==> src/rtl/uart_pkg.sv <==
// Shared definitions for the parametrised UART transmitter: parity encodings,
// FSM state type, legal parameter ranges and the bit-period calculation.
package uart_pkg;

  localparam int PAR_NONE = 0;
  localparam int PAR_ODD  = 1;
  localparam int PAR_EVEN = 2;

  localparam int DATA_BITS_MIN = 5;
  localparam int DATA_BITS_MAX = 9;
  localparam int STOP_BITS_MIN = 1;
  localparam int STOP_BITS_MAX = 2;

  typedef enum logic [2:0] {
    ST_IDLE   = 3'd0,
    ST_START  = 3'd1,
    ST_DATA   = 3'd2,
    ST_PARITY = 3'd3,
    ST_STOP   = 3'd4
  } tx_state_e;

  function automatic int calc_bit_period(input int clk_freq, input int baud_rate);
    return clk_freq / baud_rate;
  endfunction

endpackage

==> src/rtl/uart_tx_fifo.sv <==
// Synchronous show-ahead FIFO feeding the UART transmitter; only instantiated
// when UART_TX_FIFO_EN is defined. Pushes while full and pops while empty are ignored.
module uart_tx_fifo #(
  parameter int WIDTH = 8,
  parameter int DEPTH = 16
) (
  input  logic                     clk,
  input  logic                     rst,
  input  logic                     push,
  input  logic [WIDTH-1:0]         wdata,
  input  logic                     pop,
  output logic [WIDTH-1:0]         rdata,
  output logic                     full,
  output logic                     empty,
  output logic [$clog2(DEPTH):0]   level
);

  localparam int AW = $clog2(DEPTH);

  logic [WIDTH-1:0] mem [DEPTH];
  logic [AW-1:0]    wr_ptr;
  logic [AW-1:0]    rd_ptr;
  logic [AW:0]      count;
  logic             do_push;
  logic             do_pop;

  assign full    = (count == (AW+1)'(DEPTH));
  assign empty   = (count == '0);
  assign do_push = push && !full;
  assign do_pop  = pop && !empty;
  assign rdata   = mem[rd_ptr];
  assign level   = count;

  // Storage array; no reset needed since count gates every read.
  always_ff @(posedge clk) begin
    if (do_push) begin
      mem[wr_ptr] <= wdata;
    end
  end

  // Pointers wrap naturally because DEPTH is a power of two.
  always_ff @(posedge clk) begin
    if (rst) begin
      wr_ptr <= '0;
      rd_ptr <= '0;
      count  <= '0;
    end else begin
      if (do_push) wr_ptr <= wr_ptr + AW'(1);
      if (do_pop)  rd_ptr <= rd_ptr + AW'(1);
      case ({do_push, do_pop})
        2'b10:   count <= count + (AW+1)'(1);
        2'b01:   count <= count - (AW+1)'(1);
        default: count <= count;
      endcase
    end
  end

endmodule

==> src/rtl/uart_tx_param.sv <==
// Parametrised UART transmitter (LSB first, idle-high line) with valid/ready input.
// Define UART_TX_FIFO_EN to insert a FIFO_DEPTH-entry transmit FIFO before the FSM.
module uart_tx_param
  import uart_pkg::*;
#(
  parameter int CLK_FREQ   = 12_000_000,
  parameter int BAUD_RATE  = 9600,
  parameter int DATA_BITS  = 8,
  parameter int PARITY     = 0,
  parameter int STOP_BITS  = 1,
  parameter int FIFO_DEPTH = 16
) (
  input  logic                          clk,
  input  logic                          rst,
  input  logic                          s_valid,
  output logic                          s_ready,
  input  logic [DATA_BITS-1:0]          s_data,
  output logic                          tx,
  output logic                          busy,
  output logic                          tx_done,
  output logic [$clog2(FIFO_DEPTH):0]   fifo_level
);

  localparam int BIT_PERIOD = calc_bit_period(CLK_FREQ, BAUD_RATE);
  localparam int CW = (BIT_PERIOD > 1) ? $clog2(BIT_PERIOD) : 1;
  localparam int IW = $clog2(DATA_BITS);
  localparam logic [CW-1:0] CNT_LAST = CW'(BIT_PERIOD - 1);
  localparam logic [CW-1:0] CNT_PRE  = CW'(BIT_PERIOD - 2);
  localparam logic [IW-1:0] IDX_LAST = IW'(DATA_BITS - 1);
  localparam logic          STOP_LAST = 1'(STOP_BITS - 1);

  if (BIT_PERIOD < 2) begin : g_err_bit_period
    $error("uart_tx_param: CLK_FREQ/BAUD_RATE must be at least 2");
  end
  if (DATA_BITS < DATA_BITS_MIN || DATA_BITS > DATA_BITS_MAX) begin : g_err_data_bits
    $error("uart_tx_param: DATA_BITS out of range 5..9");
  end
  if (PARITY != PAR_NONE && PARITY != PAR_ODD && PARITY != PAR_EVEN) begin : g_err_parity
    $error("uart_tx_param: PARITY must be 0, 1 or 2");
  end
  if (STOP_BITS < STOP_BITS_MIN || STOP_BITS > STOP_BITS_MAX) begin : g_err_stop_bits
    $error("uart_tx_param: STOP_BITS must be 1 or 2");
  end
  if (FIFO_DEPTH < 2 || (FIFO_DEPTH & (FIFO_DEPTH - 1)) != 0) begin : g_err_fifo_depth
    $error("uart_tx_param: FIFO_DEPTH must be a power of two >= 2");
  end

  tx_state_e             state;
  logic [CW-1:0]         cnt;
  logic [IW-1:0]         bit_idx;
  logic                  stop_idx;
  logic [DATA_BITS-1:0]  shreg;
  logic                  par_bit;
  logic [DATA_BITS-1:0]  next_word;
  logic                  word_avail;
  logic                  stop_end;
  logic                  take;

  function automatic logic calc_parity(input logic [DATA_BITS-1:0] w);
    if (PARITY == PAR_ODD) return ~^w;
    else                   return ^w;
  endfunction

  assign stop_end = (state == ST_STOP) && (cnt == CNT_LAST) && (stop_idx == STOP_LAST);
  assign take     = word_avail && ((state == ST_IDLE) || stop_end);
  assign busy     = (state != ST_IDLE) || (fifo_level != '0);

`ifdef UART_TX_FIFO_EN
  logic fifo_full;
  logic fifo_empty;

  uart_tx_fifo #(
    .WIDTH (DATA_BITS),
    .DEPTH (FIFO_DEPTH)
  ) u_fifo (
    .clk   (clk),
    .rst   (rst),
    .push  (s_valid && s_ready),
    .wdata (s_data),
    .pop   (take),
    .rdata (next_word),
    .full  (fifo_full),
    .empty (fifo_empty),
    .level (fifo_level)
  );

  assign s_ready    = !fifo_full && !rst;
  assign word_avail = !fifo_empty;
`else
  // Without the FIFO the FSM takes the word straight off the handshake.
  assign s_ready    = (state == ST_IDLE) && !rst;
  assign word_avail = s_valid && s_ready;
  assign next_word  = s_data;
  assign fifo_level = '0;
`endif

  // Frame sequencer: every line bit holds tx for BIT_PERIOD clocks.
  always_ff @(posedge clk) begin
    if (rst) begin
      state    <= ST_IDLE;
      cnt      <= '0;
      bit_idx  <= '0;
      stop_idx <= 1'b0;
      shreg    <= '0;
      par_bit  <= 1'b0;
      tx       <= 1'b1;
      tx_done  <= 1'b0;
    end else begin
      // Raised one clock early so the pulse lands on the final stop clock.
      tx_done <= (state == ST_STOP) && (stop_idx == STOP_LAST) && (cnt == CNT_PRE);
      case (state)
        ST_IDLE: begin
          cnt <= '0;
          tx  <= 1'b1;
          if (take) begin
            shreg   <= next_word;
            par_bit <= calc_parity(next_word);
            tx      <= 1'b0;
            state   <= ST_START;
          end
        end
        ST_START: begin
          if (cnt == CNT_LAST) begin
            cnt     <= '0;
            bit_idx <= '0;
            tx      <= shreg[0];
            state   <= ST_DATA;
          end else begin
            cnt <= cnt + CW'(1);
          end
        end
        ST_DATA: begin
          if (cnt == CNT_LAST) begin
            cnt <= '0;
            if (bit_idx == IDX_LAST) begin
              stop_idx <= 1'b0;
              if (PARITY != PAR_NONE) begin
                tx    <= par_bit;
                state <= ST_PARITY;
              end else begin
                tx    <= 1'b1;
                state <= ST_STOP;
              end
            end else begin
              shreg   <= shreg >> 1;
              tx      <= shreg[1];
              bit_idx <= bit_idx + IW'(1);
            end
          end else begin
            cnt <= cnt + CW'(1);
          end
        end
        ST_PARITY: begin
          if (cnt == CNT_LAST) begin
            cnt      <= '0;
            stop_idx <= 1'b0;
            tx       <= 1'b1;
            state    <= ST_STOP;
          end else begin
            cnt <= cnt + CW'(1);
          end
        end
        ST_STOP: begin
          if (cnt == CNT_LAST) begin
            cnt <= '0;
            if (stop_idx != STOP_LAST) begin
              stop_idx <= stop_idx + 1'b1;
            end else if (take) begin
              shreg   <= next_word;
              par_bit <= calc_parity(next_word);
              tx      <= 1'b0;
              state   <= ST_START;
            end else begin
              tx    <= 1'b1;
              state <= ST_IDLE;
            end
          end else begin
            cnt <= cnt + CW'(1);
          end
        end
        default: begin
          tx    <= 1'b1;
          state <= ST_IDLE;
        end
      endcase
    end
  end

endmodule

==> config.mk <==
export PLATFORM = sky130hd
export DESIGN_NAME = uart_tx_param
export DESIGN_NICKNAME = d
export VERILOG_FILES = /design/src/rtl/uart_pkg.sv /design/src/rtl/uart_tx_fifo.sv /design/src/rtl/uart_tx_param.sv
export SDC_FILE = /design/constraint.sdc
export NUM_CORES = 1
export LEC_CHECK = 0
export ABC_AREA = 0
export ABC_CLOCK_PERIOD_IN_PS = 4800
export BUFFER_PORTS_ARGS = -buffer_cell sky130_fd_sc_hd__buf_4
export CORE_MARGIN = 2
export CORE_UTILIZATION = 40
export CTS_CLUSTER_DIAMETER = 200
export CTS_CLUSTER_SIZE = 30
export DETAILED_ROUTE_END_ITERATION = 12
export PLACE_DENSITY = 0.65
export SETUP_SLACK_MARGIN = 0.4
export SLEW_MARGIN = 20
export SYNTH_ARGS = -nofsm -noshare
export SYNTH_HDL_FRONTEND = slang
export SYNTH_SLANG_ARGS = --single-unit
==> constraint.sdc <==
create_clock -name clk -period 4.8 [get_ports clk]
set_input_delay 0.24 -clock clk [delete_from_list [all_inputs] [get_ports clk]]
set_output_delay 0.24 -clock clk [all_outputs]
set_load 0.005 [all_outputs]
==> results.yml, run 1 <==
die:
  die_w_um: 67.38
  coreArea_um2: 3943
  die_h_um: 67.38
  die_area_um2: 4539
  start_util_pct: 40.75
  floorplan.rows: 23
  ios: 20
drt:
  drt_wl_total_um: 2938
  wl_per_cell_um: 11.94
  drcViolationCount: 0
  dr.pass1.iters: 4
  dr.first_iter.drc_count: 47
  routed-via-count: 1297
  vias_per_cell: 5.272
  antenna_left: 0
clock_tree:
  hold_buffers: 0
  cts_buffers: 3
  cts_resized: 0
  cts_buffer_depth: 2
  root_buffer: "clkbuf_8"
  clkLatencyLatePin_ps: 270
  path_clk_slew_ps: 100
  post_cts_buffers: 0
  cts_tree: "done"
  cts_sinks: 27
  htree_levels: 1
placed_design:
  io_buffers: 14
  post-place-ws_ps: 2775
  dp_hpwl_um: 2059
  post-place-cells: 242
  gp_congestion: 0.7776
final_layout:
  antennaDiodeCount: 0
  final_common_cell: "dfxtp_1"
  syn_to_final_growth_pct: 9.268
  layout_common_cells: "27 x dfxtp_1, 25 x nor2_1, 14 x buf_4, 11 x nor2b_1"
  drive_above_1_share_pct: 14.80
  finalNetCount: 213
  final_cells: 246
global_route:
  gr-usage-met2_pct: 22.77
  grt_pass1_vias: 1162
  grtUsageMet3_pct: 2.000
  grt_overflow: 0
  gr-usage-met1_pct: 20.02
  grt_first_pass_wirelength_um: 5099
  antenna_found_initial: 0
  grt_usage_pct: 14.23
  grt_max_degree: 31
  top_usage_layer: "met2"
worst_setup_path:
  critical_path_required_ps: 4560
  endpoint_kind: "primary output"
  worstSetupPathType: "reg2out"
  worstPathCellList: "nor3_1 -> inv_1 -> nor2_1 -> buf_4"
  crit_fanout: 18
  arrival_ps: 2070
  critPathLaunchType: "flip-flop"
  cp_slowest_stage_delay_ps: 810
  cp_slowest_cell: "nor3_1"
sta:
  grt_setup_unrepaired: "no"
  max_freq_mhz: 433.0
  drv_slew: 0
  min_period_ps: 2309
  fin_ws_ps: 2491
  hold_violations: 0
  setup_tns_ps: 0
  maxSlewHeadroom_pct: 42.17
  whs_ps: 315.9
  skew_ps: 4.520
  setup_violations: 0
  timing.final.crit_share_pct: 48.11
  worst_pin_slew_ps: 860.8
synth:
  yosysSeqAreaShare_pct: 33.64
  synth_warnings: 0
  postSynthAreaPerCell_um2: 8.500
  ys.flop_type: "dfxtp_1"
  synth_seq_cells: 27
  synth_cell_types: 42
  netlist_area_um2: 1607
  synthArstFlopShare_pct: 0
  synth_cells: 189
  synth_edf_count: 0
pwr:
  vdd_ir_drop_max_v: 0.00009299
  leakagePower_uw: 0.0006045
  power_uw: 417.9
  power.density_nw_per_um2: 238.1
worst_hold_path:
  min_path_type: "in2reg"
flow_run:
  maxCapViolCount: 0
outcome:
  status: "finished, final reports clean"
critical path: cells and delay by family, from the launching register on:
family,cells,cell delay [ps]
DFF,1,550
and+or+nand+nor,2,940
buffers and inverters,2,310
per-stage QoR:
stage | util, % | area (um^2)
after floorplan | - | 1622
after global placement | 43.35 | 1709
after detailed placement | 43.35 | 1709
after CTS | 44.53 | 1755
after global routing | 44.53 | 1755
final | 44.53 | 1755
report_power, final:
part           internal, uW  switching, uW
sequential              231           6.47
combinational          24.7           23.5
clock                  58.2           74.2
total                   314            104
synth_stat cells (2+ instances only):
cell type	n	area, um^2
or3_1	4	25.02
nand2_1	9	33.78
o21ai_0	9	45.04
inv_1	5	18.77
nor2b_1	11	68.82
a21oi_1	6	30.03
buf_4	6	45.04
mux2_2	7	78.83
nand4b_1	2	17.52
nor2_1	25	93.84
nor4_1	4	25.02
clkbuf_1	8	30.03
nor3b_1	5	37.54
nand3_1	6	30.03
mux2i_1	7	70.07
nand4_1	3	18.77
xnor2_1	6	52.55
nor3_1	6	30.03
a31oi_1	3	18.77
ha_1	5	62.56
nand2b_1	5	31.28
dfxtp_1	27	540.5
state kept, by name (all words and copies together), names as in the netlist:
signal,flops
cnt,11
shreg,8
bit_idx,3
state,3
tx,1
tx_done,1
per-layer routing:
metal	share of wire, %	vias up
met5	0	-
met4	0.58	0
met3	3.6	2
met2	44	22
met1	52	602
li1	-	671
kinds of logic after synthesis:
| logic type | after synthesis | share of synthesized area [%] |
|---|---|---|
| other | 1 | 0.2334 |
| xor gates and xnor gates | 6 | 3.271 |
| buffers and inverters | 20 | 6.152 |
| adders and majority gates | 5 | 3.894 |
| muxes | 14 | 9.268 |
| DFF | 27 | 33.64 |
| and+or+nand+nor | 88 | 31.47 |
| AOI/OAI and AO/OA | 28 | 12.07 |
final timing paths:
kind              slack, ps  cells after the start                      end                    start
setup reg to reg       2800                      4      cnt[0]$_SDFFE_PP0P_    state[1]$_SDFFE_PP0P_
setup / recovery       2490                      4                  s_ready    state[1]$_SDFFE_PP0P_
hold reg to reg         490                      2  bit_idx[1]$_SDFFE_PP0P_  bit_idx[1]$_SDFFE_PP0P_
hold / removal          320                      3    shreg[7]$_SDFFE_PP0P_                s_data[7]
layout make-up:
| cell class | count | area, um^2 |
|---|---|---|
| multi-input cells | 146 | 982.2 |
| repair buffers | 14 | 105.1 |
| clock inverters | 1 | 5.005 |
| fillers | 409 | 2187 |
| clock buffers | 3 | 41.29 |
| well taps | 50 | 62.56 |
| inverters | 5 | 18.77 |
| flip-flops and latches | 27 | 540.5 |
(Power assumes the default switching activity.)
==> inputs of run 2 (changes only) <==
Settings changed: ABC_CLOCK_PERIOD_IN_PS 4800 to 2000, PLACE_DENSITY 0.65 to 0.67.
Clock period 4.8 ns to 2 ns, I/O delays scaled along.
==> run 2 against run 1 <==
Sequential power rose by 140%. Wire length rose by 20%. Final cell count rose by 8.1%. Count of clock-buffer cells in the layout rose by 1. Worst setup slack got worse by 2200 ps. Clock skew rose by 0.72 ps. Final area rose by 16%. Largest cell class unchanged. Sequential cell count did not move. Highest routed layer unchanged. Clock power rose by 140%.
==> results.yml, run 2 (synthesized netlist as in run 1, its figures left out) <==
sta:
  timing.final.crit_share_pct: 85.54
  drv_slew: 0
  skew_ps: 5.236
  min_period_ps: 1711
  max_freq_mhz: 584.5
  grt_setup_unrepaired: "yes"
  hold_violations: 0
  setup_violations: 0
  fin_ws_ps: 289.2
  setup_tns_ps: 0
drt:
  drcViolationCount: 0
  dr.first_iter.drc_count: 95
  drt_wl_total_um: 3529
  dr.pass1.iters: 4
  antenna_left: 0
  vias_per_cell: 5.177
  routed-via-count: 1377
  wl_per_cell_um: 13.27
die:
  die_area_um2: 4539
  start_util_pct: 40.75
  floorplan.rows: 23
  die_w_um: 67.38
  die_h_um: 67.38
  ios: 20
  coreArea_um2: 3943
pwr:
  switching_power_uw: 259.7
  pwr-share-comb_pct: 14.7
  leakagePower_uw: 0.0007421
  seq_power_share_pct: 54.6
  vdd_ir_drop_max_v: 0.0002874
  p_int_uw: 776.3
  swShare_pct: 25.07
  clock_power_share_pct: 30.7
  power.density_nw_per_um2: 509.5
global_route:
  antenna_found_initial: 0
  grt_overflow: 0
  grt_max_degree: 31
  grt_usage_pct: 17.30
  grt_first_pass_wirelength_um: 6078
  grt_pass1_vias: 1300
final_layout:
  largest_registers: "cnt x11, shreg x8"
  largest_register_ffs: 11
  final_area_um2: 2033
  syn_to_final_growth_pct: 26.56
  layout_common_cells: "33 x buf_4, 24 x nor2_1, 15 x dfxtp_1, 11 x nor2b_1"
  finalNetCount: 233
  final_cells: 266
  top_register: "cnt"
  antennaDiodeCount: 0
  drive_above_1_share_pct: 33.33
  final_common_cell: "buf_4"
  final.fill_count: 369
flow_run:
  maxCapViolCount: 0
worst_setup_path:
  critical_path_required_ps: 2210
  crit_fanout: 5
  cp_slowest_cell: "or4b_4"
  arrival_ps: 1920
  critPathLaunchType: "flip-flop"
  cp_slowest_stage_delay_ps: 490
  worstSetupPathType: "reg2reg"
  r2r_start: "bit_idx[0]$_SDFFE_PP0P_"
  endpoint_kind: "flip-flop"
  startpoint: "bit_idx[0]$_SDFFE_PP0P_"
  worstPathCellList: "ha_2 -> ha_4 -> nor3b_4 -> o21bai_4 -> or4b_4 -> a21oi_2"
clock_tree:
  hold_buffers: 0
  clkLatencyLatePin_ps: 270
  cts_tree: "done"
  path_clk_slew_ps: 100
  htree_levels: 1
  root_buffer: "clkbuf_8"
  cts_buffers: 3
  cts_sinks: 27
  cts_buffer_depth: 2
placed_design:
  dp_hpwl_um: 2269
  gp_congestion: 0.8284
  post_dp_cell_area_um2: 1780
  post-place-cells: 249
  post-place-ws_ps: 241.8
  io_buffers: 14
worst_hold_path:
  min_path_type: "in2reg"
  hp-start: "s_data[7]"
outcome:
  status: "finished, final reports clean"
run 2: per-layer routing:
metal	routed length [um]	global-route usage (%)
met5	0	0
met4	38	4.592
met3	94	2.500
met2	1695	28.22
met1	1700	23.90
run 2: layout make-up:
type	count	area (um^2)	share of cell area, %
clock buffers	4	45.04	2.215
inverters	5	18.77	0.9231
multi-input cells	146	1076	52.92
flip-flops and latches	27	563.0	27.69
well taps	50	62.56	3.077
repair buffers	34	267.8	13.17
run 2: repair_timing:
action                                  in CTS  in global routing
hold endpoints to repair                     0                  0
buffers inserted                            10                  3
endpoints found under the setup margin      12                 24
pin swaps                                    6                  6
resized for setup                           24                  7
run 2: power by group through the flow:
stage	Clock (uW)	Combinational (uW)	Sequential, uW
2_1_floorplan	0	91.9	575
3_3_place_gp	0	127	581
3_5_place_dp	0	129	580
4_1_cts	324	150	565
5_1_grt	350	168	568
6_report	318	152	565
run 2: per-stage QoR:
stage | utilization (%) | power [uW] | hold WS, ps
detailed placement | 45.16 | 709.5 | 457.6
finish | 51.57 | 1036 | 175.7
floorplan | - | 667.1 | 313.8
CTS | 50.33 | 1039 | 180.1
global route | 51.57 | 1086 | 189.5
global placement | 45.16 | 708.2 | 463.2
run 2: path summary, 6_finish.rpt:
check,endpoint,slack [ps],depth (start not counted)
setup / recovery,bit_idx[0]$_SDFFE_PP0P_,290,6
hold / removal,shreg[7]$_SDFFE_PP0P_,180,3
setup reg to reg,bit_idx[0]$_SDFFE_PP0P_,290,6
hold reg to reg,bit_idx[1]$_SDFFE_PP0P_,490,2
run 2: worst max-delay path: cells and delay by family, from the launching register on:
family                   cells  cell delay (ps)
AND/OR/NAND/NOR              2              700
AO/OA/AOI/OAI                2              230
flip-flops                   1              340
adder cells (fa/ha/maj)      2              380
